### config.mk
export PLATFORM = sky130hd
export DESIGN_NAME = lcd_hd44780_driver
export DESIGN_NICKNAME = d
export VERILOG_FILES = /design/src/rtl/lcd_hd44780_driver.sv
export SDC_FILE = /design/constraint.sdc
export NUM_CORES = 1
export LEC_CHECK = 0
export BUFFER_PORTS_ARGS = -buffer_cell sky130_fd_sc_hd__buf_2
export CORE_ASPECT_RATIO = 2
export CORE_MARGIN = 3
export CORE_UTILIZATION = 35
export CTS_CLUSTER_DIAMETER = 100
export DETAILED_ROUTE_END_ITERATION = 8
export SYNTH_ARGS = -nofsm -noshare
export SYNTH_HDL_FRONTEND = slang
export SYNTH_SLANG_ARGS = --single-unit
### constraint.sdc
create_clock -name i_clk -period 5.7 [get_ports i_clk]
set_input_delay 1.14 -clock i_clk [delete_from_list [all_inputs] [get_ports i_clk]]
set_output_delay 1.14 -clock i_clk [all_outputs]
set_load 0.02 [all_outputs]
### src/rtl/lcd_hd44780_driver.sv
// lcd_hd44780_driver
// Turns each strobe toggle in the LCD register word into one timed HD44780
// write cycle (setup, enable pulse, hold, execution wait). It keeps a one-deep
// pending buffer behind the active write, where the newest request wins.
// Busy and overrun status are registered.
module lcd_hd44780_driver #(
    parameter int T_PWRUP      = 2000000,
    parameter int T_SETUP      = 3,
    parameter int T_PULSE      = 25,
    parameter int T_HOLD       = 3,
    parameter int T_EXEC_SHORT = 2000,
    parameter int T_EXEC_LONG  = 76000,
    parameter int CNT_W        = 32
) (
    input  logic        i_clk,
    input  logic        i_reset,
    input  logic [31:0] i_lcd_reg,
    output logic        o_lcd_on,
    output logic        o_lcd_en,
    output logic        o_lcd_rs,
    output logic        o_lcd_rw,
    output logic [7:0]  o_lcd_data,
    output logic        o_lcd_busy,
    output logic        o_lcd_overrun
);

    typedef enum logic [2:0] {
        ST_PWRUP,
        ST_IDLE,
        ST_SETUP,
        ST_PULSE,
        ST_HOLD,
        ST_EXEC
    } state_t;

    localparam logic [CNT_W-1:0] LD_PWRUP = CNT_W'(T_PWRUP - 1);
    localparam logic [CNT_W-1:0] LD_SETUP = CNT_W'(T_SETUP - 1);
    localparam logic [CNT_W-1:0] LD_PULSE = CNT_W'(T_PULSE - 1);
    localparam logic [CNT_W-1:0] LD_HOLD  = CNT_W'(T_HOLD - 1);
    localparam logic [CNT_W-1:0] LD_SHORT = CNT_W'(T_EXEC_SHORT - 1);
    localparam logic [CNT_W-1:0] LD_LONG  = CNT_W'(T_EXEC_LONG - 1);

    state_t           state, state_next;
    logic [CNT_W-1:0] counter, counter_next;
    logic             tog_seen;
    logic             act_rs, act_rs_next;
    logic [7:0]       act_data, act_data_next;
    logic             pend_valid, pend_valid_next;
    logic             pend_rs, pend_rs_next;
    logic [7:0]       pend_data, pend_data_next;
    logic             busy_next;
    logic             overrun_next;

    logic             req;
    logic             cnt_zero;
    logic             exec_long;
    logic             exec_done;
    logic             req_rs;
    logic [7:0]       req_data;
    logic             unused_reg_bits;

    assign req_rs          = i_lcd_reg[9];
    assign req_data        = i_lcd_reg[7:0];
    assign unused_reg_bits = ^{i_lcd_reg[30:11], i_lcd_reg[8]};

    // A toggle is only honoured once the power-up wait has finished.
    assign req       = (i_lcd_reg[10] != tog_seen) && (state != ST_PWRUP);
    assign cnt_zero  = (counter == '0);
    assign exec_done = (state == ST_EXEC) && cnt_zero;
    // Clear display (0x01) and return home (0x02/0x03) need the long wait.
    assign exec_long = !act_rs && (act_data == 8'h01 || act_data == 8'h02 || act_data == 8'h03);

    // Next-state, counter, active/pending buffer and status computation.
    always_comb begin
        state_next      = state;
        counter_next    = counter;
        act_rs_next     = act_rs;
        act_data_next   = act_data;
        pend_valid_next = pend_valid;
        pend_rs_next    = pend_rs;
        pend_data_next  = pend_data;
        overrun_next    = 1'b0;

        case (state)
            ST_PWRUP: begin
                if (cnt_zero) begin
                    state_next = ST_IDLE;
                end else begin
                    counter_next = counter - CNT_W'(1);
                end
            end
            ST_IDLE: begin
                if (req) begin
                    act_rs_next   = req_rs;
                    act_data_next = req_data;
                    counter_next  = LD_SETUP;
                    state_next    = ST_SETUP;
                end
            end
            ST_SETUP: begin
                if (cnt_zero) begin
                    counter_next = LD_PULSE;
                    state_next   = ST_PULSE;
                end else begin
                    counter_next = counter - CNT_W'(1);
                end
            end
            ST_PULSE: begin
                if (cnt_zero) begin
                    counter_next = LD_HOLD;
                    state_next   = ST_HOLD;
                end else begin
                    counter_next = counter - CNT_W'(1);
                end
            end
            ST_HOLD: begin
                if (cnt_zero) begin
                    counter_next = exec_long ? LD_LONG : LD_SHORT;
                    state_next   = ST_EXEC;
                end else begin
                    counter_next = counter - CNT_W'(1);
                end
            end
            ST_EXEC: begin
                if (cnt_zero) begin
                    if (pend_valid) begin
                        act_rs_next     = pend_rs;
                        act_data_next   = pend_data;
                        pend_valid_next = 1'b0;
                        counter_next    = LD_SETUP;
                        state_next      = ST_SETUP;
                        if (req) begin
                            pend_rs_next    = req_rs;
                            pend_data_next  = req_data;
                            pend_valid_next = 1'b1;
                        end
                    end else if (req) begin
                        act_rs_next   = req_rs;
                        act_data_next = req_data;
                        counter_next  = LD_SETUP;
                        state_next    = ST_SETUP;
                    end else begin
                        state_next = ST_IDLE;
                    end
                end else begin
                    counter_next = counter - CNT_W'(1);
                end
            end
            default: begin
                state_next   = ST_PWRUP;
                counter_next = LD_PWRUP;
            end
        endcase

        if (req && !exec_done &&
            (state == ST_SETUP || state == ST_PULSE || state == ST_HOLD || state == ST_EXEC)) begin
            overrun_next    = pend_valid;
            pend_rs_next    = req_rs;
            pend_data_next  = req_data;
            pend_valid_next = 1'b1;
        end

        busy_next = (state_next != ST_IDLE) || pend_valid_next;
    end

    // State, counter, buffers and registered status outputs.
    always_ff @(posedge i_clk or negedge i_reset) begin
        if (!i_reset) begin
            state         <= ST_PWRUP;
            counter       <= LD_PWRUP;
            tog_seen      <= 1'b0;
            act_rs        <= 1'b0;
            act_data      <= 8'h00;
            pend_valid    <= 1'b0;
            pend_rs       <= 1'b0;
            pend_data     <= 8'h00;
            o_lcd_on      <= 1'b0;
            o_lcd_busy    <= 1'b0;
            o_lcd_overrun <= 1'b0;
        end else begin
            state         <= state_next;
            counter       <= counter_next;
            tog_seen      <= i_lcd_reg[10];
            act_rs        <= act_rs_next;
            act_data      <= act_data_next;
            pend_valid    <= pend_valid_next;
            pend_rs       <= pend_rs_next;
            pend_data     <= pend_data_next;
            o_lcd_on      <= i_lcd_reg[31];
            o_lcd_busy    <= busy_next;
            o_lcd_overrun <= overrun_next;
        end
    end

    assign o_lcd_en   = (state == ST_PULSE);
    assign o_lcd_rs   = act_rs;
    assign o_lcd_data = act_data;
    assign o_lcd_rw   = 1'b0;

endmodule

==> run summary <==
status = complete, no violations
Yosys warnings = 0
headroom to the max-slew limit = 22.74%
clk root buf = clkbuf_16
Initial Util = 36.23%
total setup buffers inserted after CTS = 0
total of hold buffers inserted after clock tree synthesis = 0
capturing point of the worst reg2reg path = counter[12]
slew at the pin closest to its max-slew limit = 1.154 ns
maximum number of pins on one net before global-route repair = 59
post-route setup TNS = 0 ns
# rows = 51
Final Slew Violations = 0
leading register cell type out of synthesis = dfrtp_1
initial antenna violation count = 0
Routability Congestion = 0.8805
start point of the worst hold path = pend_data[4]
average detailed-routed wire length per instance = 20.63 um
Synth Net Count = 426
cell area after layout = 4104 um^2
multiplexer area fraction after synthesis = 3.387%
final hold violation count = 0
residual DRC count = 0
maximum clock insertion buffer count = 2
combinational family with the most area after synthesis = compound AO/OA/AOI/OAI gates
number of clock sinks seen by CTS = 58
Inserted Diodes = 0
clock period minus worst slack = 3.917 ns
Worst Reg2Reg Path Length in Cells = 8
most common library cell in the layout ignoring fill and taps = dfrtp_1
met3 Resource Use GR = 4.293%
placed wire-length estimate after detailed placement = 8197 um
die boundary height = 149.1 um
via count normalized by instance count = 6.187
total placed instance area = 3799 um^2
share of the synthesized area in compound gates (AO/OA/AOI/OAI) = 25.73%
combined global-route utilization of all metal layers = 20.02%
average instance area after synthesis = 9.188 um^2
xor and xnor area share after synthesis = 1.955%
number of optimization iterations in the first detailed-route pass = 5
clock buffers created by TritonCTS = 9
fraction of the mapped netlist area in adder cells = 0.6983%
Tcrit/Tclk final = 68.72%
overall power of the completed layout = 0.0009869 W
share of final-layout standard cells stronger than drive strength 1 = 19.85%
IO Port Bufs = 25
initial detailed-routing violation count = 291
Crit path arrival time = 4.19 ns
Required @ worst endpoint = 5.98 ns
startpoint class of the critical path = register
Hold Path End = pend_data[4]
max-capacitance violation count = 0
sequential area share after synthesis = 40.96%
Core Box Area = 9891 um^2
Mapped Area = 3583 um^2
first-pass GRT wire length = 17610 um
startpoint-to-endpoint class of the critical path = register to register
static leakage = 1.663 nW
met2 usage in global routing = 38.39%
clock latency reported for the late side of the worst-skew pair = 0.33 ns
critical path fanouts, max = 19
Clock transition at path regs = 0.05 ns
global-route layer with the greatest usage = met2
routed wire length = 11240 um
number of enable flip-flop cells after synthesis = 0
Final nets = 444
power per cell area = 240.5 nW/um^2
Area growth syn-to-layout = 14.53%
reg2reg start = counter[0]
fraction of registers with async set/reset = 100.0%
CP Capture Type = register
unrepaired setup endpoints after global routing = false
maximum operating frequency = 0.2553 GHz
Die Span X = 77.55 um
final setup fails = 0
total die area = 11560 um^2
H-Tree Level Count = 3
number of synthesized register bits = 58
post-synthesis cell count = 390
post-synthesis share of cell area spent on and, or, nand and nor gates = 23.39%
Antenna Nets Post-Route = 0
number of global-route vias before repair = 3398
Hold Crit Depth = 1
number of library cell types mapped by synthesis = 68
total grt overflow = 0
worst hold path type = register to register
IO Pins = 48
most used cells in the layout excluding fill and tap cells = 45 x dfrtp_1, 33 x nor2_1, 31 x o21ai_0
Resized Gates After CTS = 0
CTS tree = yes
total via count after detailed routing = 3372
met1 layer usage reported by global route = 18.71%
VDD IR-drop max = 0.2026 mV
clk_skew = 0.006173 ns
minimum setup slack among reg-to-reg paths = 1.78 ns
==> registers in the layout (all words and copies together) (netlist names) <==
signal         cells
counter           32
o_lcd_busy         1
o_lcd_data         8
o_lcd_on           1
o_lcd_overrun      1
o_lcd_rs           1
pend_data          8
pend_rs            1
pend_valid         1
state              3
tog_seen           1
==> worst max-delay path by stage <==
stage | from | to | slack, ns | cells after the start
floorplan | counter[0] | pend_data[0] | 2.90 | 8
global placement | counter[0] | counter[12] | 1.88 | 8
detailed placement | counter[0] | counter[12] | 1.83 | 8
CTS | counter[0] | counter[12] | 1.82 | 8
global route | counter[22] | counter[22] | 1.64 | 5
finish | counter[0] | counter[12] | 1.78 | 8
==> cell usage after synthesis, types with 3 or more instances <==
cell,instances,area (um^2)
mux2_2,9,101.4
dfrtp_1,45,1126
nand4_1,4,25.02
a221o_1,4,40.04
o22ai_1,3,18.77
clkbuf_1,14,52.55
or3_1,18,112.6
dfstp_2,13,341.6
o21ai_0,31,155.2
and2_1,5,31.28
a211o_1,3,26.28
buf_2,3,15.01
a31oi_1,9,56.30
nor2_1,33,123.9
inv_1,8,30.03
o31a_1,3,26.28
a21o_1,7,52.55
nor3b_1,3,22.52
nor3_1,20,100.1
a2bb2oi_1,9,78.83
nor2b_1,3,18.77
a21oi_1,25,125.1
o31ai_1,4,30.03
nor4_1,11,68.82
nand2_1,27,101.4
xor2_1,4,35.03
a211oi_1,3,22.52
a311oi_1,7,61.31
nand3_1,8,40.04
xnor2_1,4,35.03
==> through the flow <==
step           std cells  utilization (%)  hold slack, ns  worst slack, ns
5_1_grt              545            41.49          0.5215            1.642
4_1_cts              545            41.49          0.5073            1.822
3_5_place_dp         529            38.41          0.4949            1.828
6_report             545            41.49          0.5085            1.783
2_1_floorplan        390                -          0.4753            2.903
3_3_place_gp         529            38.41          0.4848            1.879
==> cell type report <==
type	count	area [um^2]
Inverter	8	30.03
Sequential cell	58	1468
Clock inverter	5	52.55
Tap cell	132	165.2
Clock buffer	11	252.7
Fill cell	990	5787
Timing Repair Buffer	29	155.1
Multi-Input combinational cell	302	1981
==> report_power, final <==
group / internal, W / switching, W / total, W
clock network: 0.000359 / 0.000194 / 0.000553
logic: 0.00000491 / 0.0000149 / 0.0000198
registers: 0.000413 / 0.000000387 / 0.000414
==> critical path: stages, from the launching register on <==
cell	delay, ns
dfstp_2	0.40
inv_1	0.09
ha_1	0.18
or4b_4	0.51
or4_1	0.74
nor3_4	0.81
a31oi_1	0.62
o21ai_0	0.31
a31o_2	0.19
==> cell families after synthesis <==
kind of cell | after synthesis
other cells | 1
flops | 58
compound gates | 130
buf+inv | 30
xor+xnor | 8
fa+ha+maj | 2
simple gates | 150
mux | 11
==> per-layer routing <==
metal / vias up / routed length, um
li1: 1529 / -
met1: 1674 / 3869
met2: 127 / 6300
met3: 42 / 449
met4: 0 / 625
met5: - / 0
Power figures use the tool's default switching activity.
